## config.mk

```make
export PLATFORM = sky130hd
export DESIGN_NAME = squeeze_ker_fill_sched
export DESIGN_NICKNAME = d
export VERILOG_FILES = /design/src/rtl/squeeze_ker_fill_sched.sv
export SDC_FILE = /design/constraint.sdc
export NUM_CORES = 1
export LEC_CHECK = 0
export ABC_AREA = 1
export CAP_MARGIN = 0
export CORE_UTILIZATION = 35
export DETAILED_ROUTE_END_ITERATION = 7
export HOLD_SLACK_MARGIN = 0.15
export PLACE_DENSITY = 0.72
export SYNTH_ARGS = -nofsm -noshare
export SYNTH_HDL_FRONTEND = slang
export SYNTH_SLANG_ARGS = --single-unit
```

## constraint.sdc

```tcl
create_clock -name clk_i -period 2.8 [get_ports clk_i]
set_input_delay 0.56 -clock clk_i [delete_from_list [all_inputs] [get_ports clk_i]]
set_output_delay 0.56 -clock clk_i [all_outputs]
set_load 0.05 [all_outputs]
```

## src/rtl/squeeze_ker_fill_sched.sv

```systemverilog
// squeeze_ker_fill_sched: loads a kernel set from memory into the squeeze FIFO in bursts
// Ports: clk_i/rst_n_i clock and async active-low reset; start_i/base_addr_i/tot_words_i job launch;
// fifo_count_i/fifo_clr_o/fifo_wr_en_o/fifo_wr_data_o squeeze FIFO side; mem_rd_req_o/mem_rd_addr_o/
// mem_rd_burst_o/mem_rd_ack_i/mem_rd_valid_i/mem_rd_data_i burst read side; busy_o/done_o status.
// Optional macro SQU_FILL_WATCHDOG_EN adds a stall watchdog and the sticky err_o port.
module squeeze_ker_fill_sched #(
   parameter int BURST_LEN  = 16,
   parameter int FIFO_DEPTH = 128
) (
   input  logic        clk_i,
   input  logic        rst_n_i,
   input  logic        start_i,
   input  logic [31:0] base_addr_i,
   input  logic [12:0] tot_words_i,
   input  logic [7:0]  fifo_count_i,
   output logic        fifo_clr_o,
   output logic        fifo_wr_en_o,
   output logic [63:0] fifo_wr_data_o,
   output logic        mem_rd_req_o,
   output logic [31:0] mem_rd_addr_o,
   output logic [6:0]  mem_rd_burst_o,
   input  logic        mem_rd_ack_i,
   input  logic        mem_rd_valid_i,
   input  logic [63:0] mem_rd_data_i,
   output logic        busy_o,
   output logic        done_o
`ifdef SQU_FILL_WATCHDOG_EN
   ,
   output logic        err_o
`endif
);
   typedef enum logic [2:0] {IDLE, CLR, CHECK, REQ, DATA, DONE, ERR} state_t;
   state_t      state_r, state_nxt;
   logic [31:0] addr_r;
   logic [12:0] remain_r;
   logic [6:0]  burst_r, burst_nxt, cnt_r;
   logic        wr_en_r, fits, beat_last;
   logic [63:0] wr_data_r;
   assign burst_nxt = (remain_r > 13'(BURST_LEN)) ? 7'(BURST_LEN) : remain_r[6:0];
   // compare as used + burst <= depth so an over-reported count never wraps into "free"
   assign fits      = 32'(fifo_count_i) + 32'(burst_nxt) <= 32'(FIFO_DEPTH);
   assign beat_last = state_r == DATA && mem_rd_valid_i && cnt_r + 7'd1 == burst_r;
`ifdef SQU_FILL_WATCHDOG_EN
   logic [9:0] wd_r;
   logic       wd_act, wd_trip;
   assign wd_act  = state_r == REQ || state_r == DATA;
   // counter reaches 1023 on this edge, so ERR is entered in the same edge
   assign wd_trip = wd_act && !(mem_rd_ack_i || mem_rd_valid_i) && wd_r == 10'd1022;
   always_ff @(posedge clk_i or negedge rst_n_i)
      if (!rst_n_i) wd_r <= '0;
      else wd_r <= (wd_act && !(mem_rd_ack_i || mem_rd_valid_i)) ? wd_r + 10'd1 : '0;
`endif
   always_ff @(posedge clk_i or negedge rst_n_i)
      if (!rst_n_i) state_r <= IDLE;
      else state_r <= state_nxt;
   always_comb begin
      state_nxt = state_r;
      case (state_r)
         IDLE:    state_nxt = start_i ? CLR : IDLE;
         CLR:     state_nxt = CHECK;
         CHECK:   state_nxt = remain_r == '0 ? DONE : fits ? REQ : CHECK;
         REQ:     state_nxt = mem_rd_ack_i ? DATA : REQ;
         DATA:    state_nxt = beat_last ? CHECK : DATA;
         DONE:    state_nxt = IDLE;
         default: state_nxt = state_r;
      endcase
`ifdef SQU_FILL_WATCHDOG_EN
      if (wd_trip) state_nxt = ERR;
`endif
   end
   always_comb begin
      fifo_clr_o     = state_r == CLR;
      fifo_wr_en_o   = wr_en_r;
      fifo_wr_data_o = wr_data_r;
      mem_rd_req_o   = state_r == REQ;
      mem_rd_addr_o  = state_r == REQ ? addr_r : '0;
      mem_rd_burst_o = state_r == REQ ? burst_r : '0;
      busy_o         = state_r != IDLE;
      done_o         = state_r == DONE;
`ifdef SQU_FILL_WATCHDOG_EN
      err_o          = state_r == ERR;
`endif
   end
   // beats are only accepted in DATA; anything else on the read channel is dropped
   always_ff @(posedge clk_i or negedge rst_n_i)
      if (!rst_n_i) begin
         addr_r    <= '0;
         remain_r  <= '0;
         burst_r   <= '0;
         cnt_r     <= '0;
         wr_en_r   <= 1'b0;
         wr_data_r <= '0;
      end else begin
         wr_en_r <= state_r == DATA && mem_rd_valid_i;
         if (state_r == DATA && mem_rd_valid_i) wr_data_r <= mem_rd_data_i;
         if (state_r == IDLE && start_i) begin
            addr_r   <= base_addr_i;
            remain_r <= tot_words_i;
         end
         if (state_r == CHECK) burst_r <= burst_nxt;
         if (state_r == REQ) cnt_r <= '0;
         else if (beat_last) begin
            cnt_r    <= '0;
            addr_r   <= addr_r + {22'd0, burst_r, 3'd0};
            remain_r <= remain_r - {6'd0, burst_r};
         end else if (state_r == DATA && mem_rd_valid_i) cnt_r <= cnt_r + 7'd1;
      end
endmodule

```

==> results.json, run 1 <==
{
  "netlist_top_cells_area": "dfrtp_1, nand2_1, inv_1",
  "ios": 230,
  "finalHoldViolations": 0,
  "layout_min_cycle_time_ns": 2.63,
  "antenna_cells": 0,
  "r2r_cells": 17,
  "setup_viol": 0,
  "synth_edf_count": 0,
  "h-tree-depth": 4,
  "drive_gt1_share_pct": 9.98,
  "ys_top_cells_by_count": "nand2_1, dfrtp_1, inv_1, nor2_1, o21ai_0",
  "final_area_mm2": 0.0113,
  "routabilityCongestion": 0.907,
  "min_path_type": "reg -> reg",
  "worstSkewPairLatency_ns": 0.42,
  "skew_ns": 0.00652,
  "instances_no_fill": 1608,
  "crit_chain": "inv_1, nand4_1, o21ai_2, nand3_2, nor2_2, ha_2, fa_1, or2_2, nor2_1, nand3_1, nor2_1, nand3_1, nand2_1, nand2_1, nand2_1, nand2_1, nand2_1",
  "ir_drop_mv": 0.372,
  "grt_max_degree": 65,
  "required_ns": 3.16,
  "drc_errors": 0,
  "cts_made_buffers": 17,
  "netlist_area_mm2": 0.00761,
  "synth_top_area_cell": "dfrtp_1",
  "drt.antenna.violating_nets": 0,
  "design.core.area_mm2": 0.0212,
  "ys_seq_elements": 127,
  "syn_to_final_growth_pct": 49.1,
  "clkTransAtPathRegs_ns": 0.06,
  "crit_path_max_fanout": 4,
  "synthCells": 1081,
  "die_h_um": 149,
  "dpl_cell_area_mm2": 0.0107,
  "yosysWarnings": 0,
  "synth_top_area_share_pct": 41.8,
  "maxCapViolCount": 0,
  "dp_cells": 1575,
  "firstDrtPassIters": 5,
  "viasPerCell": 4.75,
  "path_buf_inv": 1,
  "synthFlopType": "dfrtp_1",
  "rows": 53,
  "fp.dieW_um": 149,
  "slew_headroom_pct": 56.0,
  "arrival_ns": 2.99,
  "port_buffers": 229,
  "clockRootBuffer": "clkbuf_16",
  "ys_types": 38,
  "power.density_mw_per_mm2": 403,
  "synth_most_common_cell": "nand2_1",
  "antenna_found_initial": 0,
  "wl_per_cell_um": 14.2,
  "vias": 7643,
  "initial_core_util_pct": 36.0,
  "crit_family": "simple AND/OR/NAND/NOR gates",
  "drv_slew": 0,
  "clockBufferDepth": 2,
  "cts_tree": "yes",
  "avgSynthCellArea_um2": 7.04,
  "p_leak_nw": 5.55,
  "ys_seq_area_share_pct": 41.8,
  "holdPathStages": 2,
  "dpl.hpwl_mm": 17.0,
  "cts.sinks": 127,
  "start_kind": "register",
  "gr-total-overflow": 0,
  "critPathKind": "reg -> reg",
  "worst_pin_slew_ns": 0.660,
  "outcome": "finished clean",
  "fin_nets": 1469,
  "grt_pass1_vias": 7620,
  "dieArea_mm2": 0.0223,
  "totalWireLength_mm": 22.8,
  "synthArstFlopShare_pct": 100,
  "cp_slowest_cell": "fa_1",
  "grt_pass1_wl_mm": 37.5,
  "drt_first_iter_violations": 305,
  "gr-usage-all-layers_pct": 21.5,
  "cp-end-kind": "register",
  "period_share_pct": 93.9,
  "crit_top_cell": "nand2_1",
  "cp.depth": 17,
  "clock.fmax_mhz": 380,
  "slowest_delay_ns": 0.40
}
## per-stage QoR
step                hold slack, ns  utilization, %  power, mW  setup TNS, ns  worst slack [ns]
floorplan                    0.264               -       2.14         -0.620           -0.0620
global placement             0.461            50.7       2.41              0             0.131
detailed placement           0.464            50.7       2.42              0            0.0711
CTS                          0.479            53.5       4.61              0            0.0526
global route                 0.494            53.6       4.78        -0.0462           -0.0462
finish                       0.476            53.6       4.57              0             0.170
## state kept, by name, indices dropped and copies added, names as in the netlist
name            cells
fifo_wr_data_o     64
addr_r             32
remain_r           13
burst_r             7
cnt_r               7
state_r             3
fifo_wr_en_o        1
## worst min-delay path, stage by stage (launching register included)
cell	delay (ns)
dfrtp_1	0.34
nand2_1	0.05
nand2_1	0.05
## what timing repair did
item	CTS	global route
setup buffers	0	2
hold buffers	1	0
setup endpoints to repair	0	1
endpoints found under the hold margin	28	0
resized for setup	0	8
## layout by cell type (no fill, tap or decap), types with 2 or more instances in the layout
master	instances
nor2_2	8
buf_12	45
nand2_1	452
or2_2	3
nor3_1	13
a21oi_1	18
xor2_1	28
nand3_2	3
nor2_1	88
nand4_1	18
clkinvlp_4	6
o21ai_1	12
o211ai_1	7
clkinv_4	2
a21o_1	3
nand2_2	5
inv_6	2
xnor2_1	3
clkdlybuf4s50_1	189
nand3_1	40
ha_1	21
buf_4	20
bufinv_16	2
nand3b_1	2
clkbuf_16	17
conb_1	2
o21ai_0	57
dfrtp_1	127
o21ai_2	8
inv_2	4
inv_1	108
nor2_4	3
fa_1	3
## cells by family (layout without fill, tap and decap cells)
| family | count (synthesis) | after routing | share of synthesized area, % |
|---|---|---|---|
| AO/OA/AOI/OAI | 110 | 110 | 8.04 |
| XOR/XNOR | 31 | 31 | 3.57 |
| adder cells (fa/ha/maj) | 25 | 25 | 4.41 |
| buffers and inverters | 146 | 397 | 7.68 |
| flip-flops | 127 | 127 | 41.8 |
| multiplexers | 1 | 1 | 0.132 |
| other | 1 | 2 | 0.0493 |
| AND/OR/NAND/NOR | 640 | 640 | 34.4 |
## worst paths after layout
path,startpoint,to,slack (ns)
max reg2reg,remain_r[0],state_r[0],0.17
min in group asynchronous,rst_n_i,cnt_r[4],0.63
min reg2reg,fifo_wr_data_o[34],fifo_wr_data_o[34],0.48
max in group asynchronous,rst_n_i,fifo_wr_data_o[39],1.54
max,remain_r[0],state_r[0],0.17
min,fifo_wr_data_o[34],fifo_wr_data_o[34],0.48
## layout make-up
cell class	instances	area, µm²
clock buffer	18	429
tap	275	344
timing repair buffer	255	2950
clock inverter	12	140
inverter	112	420
multi-input combinational	809	3880
fill	1955	9810
sequential	127	3180
## power by group
group / switching [mW] / internal, mW
clock network: 0.874 / 1.31
logic: 0.233 / 0.252
registers: 0.0334 / 1.87
## metal layers
metal  vias up  share of wire, %  routed length, µm  global-route usage [%]
li1       3856                 -                  -                       -
met1      3505                42               9540                    25.7
met2       248                48              10900                    35.9
met3        34               8.5               1930                    7.29
met4         0               2.0                458                    7.24
met5         -                 0                  0                       0
Power figures use the tool's default switching activity.
==> run 2: changes to the inputs <==
- SETUP_SLACK_MARGIN: unset -> 0.5
==> results.json, run 2 (synthesis gave the netlist of run 1 again) <==
{
  "h-tree-depth": 4,
  "drv_slew": 0,
  "dieArea_mm2": 0.0223,
  "maxCapViolCount": 0,
  "die_h_um": 149,
  "layout_min_cycle_time_ns": 2.48,
  "cp_slowest_cell": "dfrtp_1",
  "period_share_pct": 88.6,
  "crit_chain": "inv_2, nand4_1, o21ai_1, nand3_2, nor2_4, ha_4, fa_1, or2_4, nor2_2, nand3_1, nor2_1, nand3_1, nand2_1, nand2_1, nand2_1, nand2_1, nand2_1",
  "gr-usage-all-layers_pct": 21.5,
  "clkTransAtPathRegs_ns": 0.07,
  "ios": 230,
  "clock.fmax_mhz": 403,
  "endpoint": "state_r[0]",
  "antenna_cells": 0,
  "p_leak_nw": 5.67,
  "finalSetupTns_ns": 0,
  "initial_core_util_pct": 36.0,
  "drt_first_iter_violations": 317,
  "rows": 53,
  "grt_pass1_vias": 7715,
  "wl_per_cell_um": 14.5,
  "clockBufferDepth": 2,
  "viasPerCell": 4.83,
  "fp.dieW_um": 149,
  "vias": 7869,
  "slowest_delay_ns": 0.40,
  "port_buffers": 229,
  "drive_gt1_share_pct": 14.7,
  "start_kind": "register",
  "cts.sinks": 127,
  "dpl.hpwl_mm": 17.0,
  "syn_to_final_growth_pct": 51.9,
  "crit_top_cell": "nand2_1",
  "gr-total-overflow": 0,
  "routabilityCongestion": 0.897,
  "cp.depth": 17,
  "antenna_found_initial": 0,
  "worstSkewPairLatency_ns": 0.42,
  "crit-reg2reg-capture": "state_r[0]",
  "min_path_type": "reg -> reg",
  "setup_viol": 0,
  "ir_drop_mv": 0.368,
  "path_buf_inv": 1,
  "rsz0062_at_grt": "yes",
  "cp-startpoint": "remain_r[1]",
  "drt.antenna.violating_nets": 0,
  "cts_tree": "yes",
  "power.density_mw_per_mm2": 415,
  "grt_max_degree": 65,
  "outcome": "finished clean",
  "slew_headroom_pct": 57.5,
  "crit_path_max_fanout": 3,
  "cp-end-kind": "register",
  "grt_pass1_wl_mm": 37.6,
  "drc_errors": 0,
  "firstDrtPassIters": 5,
  "totalWireLength_mm": 23.7,
  "worst_pin_slew_ns": 0.637,
  "layout_common_cells": "nand2_1, clkdlybuf4s50_1, dfrtp_1, inv_1, nor2_1",
  "postLayoutCoreUtil_pct": 54.6,
  "design.core.area_mm2": 0.0212,
  "timing.rr.start": "remain_r[1]",
  "largest_register_ffs": 64,
  "skew_ns": 0.00925,
  "clockRootBuffer": "clkbuf_16",
  "arrival_ns": 2.84,
  "crit_family": "simple AND/OR/NAND/NOR gates",
  "finalHoldViolations": 0,
  "required_ns": 3.16,
  "fin_nets": 1488,
  "final_common_cell": "nand2_1",
  "ff2ff_setup_slack_ns": 0.32,
  "r2r_cells": 17,
  "critPathKind": "reg -> reg",
  "cts_made_buffers": 17
}
-- run 2: changes by cell type in the layout (fill, tap and decap cells not counted), sizes merged, moves of 2 or more --
cell | before | now
buf | 65 | 83
inv | 114 | 121
clkinvlp | 6 | 1
clkdlybuf4s50 | 189 | 185
clkbuf | 18 | 20
-- run 2: power breakdown --
group          leakage (nW)  total [mW]  switching [mW]  internal [mW]
registers              1.62        1.91          0.0349           1.87
logic                  3.75       0.516           0.249          0.267
clock network         0.303        2.37           0.934           1.44
total                  5.67        4.80            1.22           3.58
-- run 2: worst min path at each step --
stage	startpoint	end	slack [ns]	depth (start not counted)
floorplan	rst_n_i	addr_r[0]	0.26	0
global placement	fifo_wr_data_o[34]	fifo_wr_data_o[34]	0.46	2
detailed placement	fifo_wr_data_o[24]	fifo_wr_data_o[24]	0.46	2
CTS	fifo_wr_data_o[24]	fifo_wr_data_o[24]	0.48	2
global route	fifo_wr_data_o[34]	fifo_wr_data_o[34]	0.51	2
finish	fifo_wr_data_o[24]	fifo_wr_data_o[24]	0.48	2
-- run 2: through the flow --
step	area, µm²	instances	total power, mW	hold slack, ns	worst slack (ns)
2_1_floorplan	7740	1082	2.15	0.264	0.350
3_3_place_gp	10500	1566	2.42	0.461	0.175
3_5_place_dp	10500	1566	2.42	0.464	0.143
4_1_cts	11400	1611	4.82	0.483	0.290
5_1_grt	11600	1629	4.99	0.506	0.123
6_report	11600	1629	4.80	0.478	0.319
-- run 2: per-layer routing --
metal	up-vias	wire, µm	track usage (%)
met5	-	0	0
met4	0	438	6.94
met3	31	2020	6.28
met2	306	11400	36.6
met1	3637	9800	25.9
li1	3895	-	-
-- run 2: timing repair --
item	in CTS	in global routing
buffers inserted	10	18
hold buffers	1	0
pin swaps	6	10
endpoints found under the hold margin	32	0
gates resized for setup	40	24
gates cloned	2	0
setup endpoints to repair	48	70
-- run 2: tightest hold or removal path, delay by kind of cell, from the launching register on --
family / cells / cell delay, ns
DFF: 1 / 0.34
and+or+nand+nor: 2 / 0.11
-- run 2: cell type report --
class	instances	area (µm²)
Clock buffer	18	429
Clock inverter	14	193
Fill cell	1942	9600
Inverter	112	428
Multi-Input combinational cell	809	4080
Sequential cell	127	3180
Tap cell	275	344
Timing Repair Buffer	274	2900
==> run 3: changes to the inputs <==
- SLEW_MARGIN: unset -> 20
==> results of run 3 <==
Final layout, timing and power as in run 2 (identical DEF).
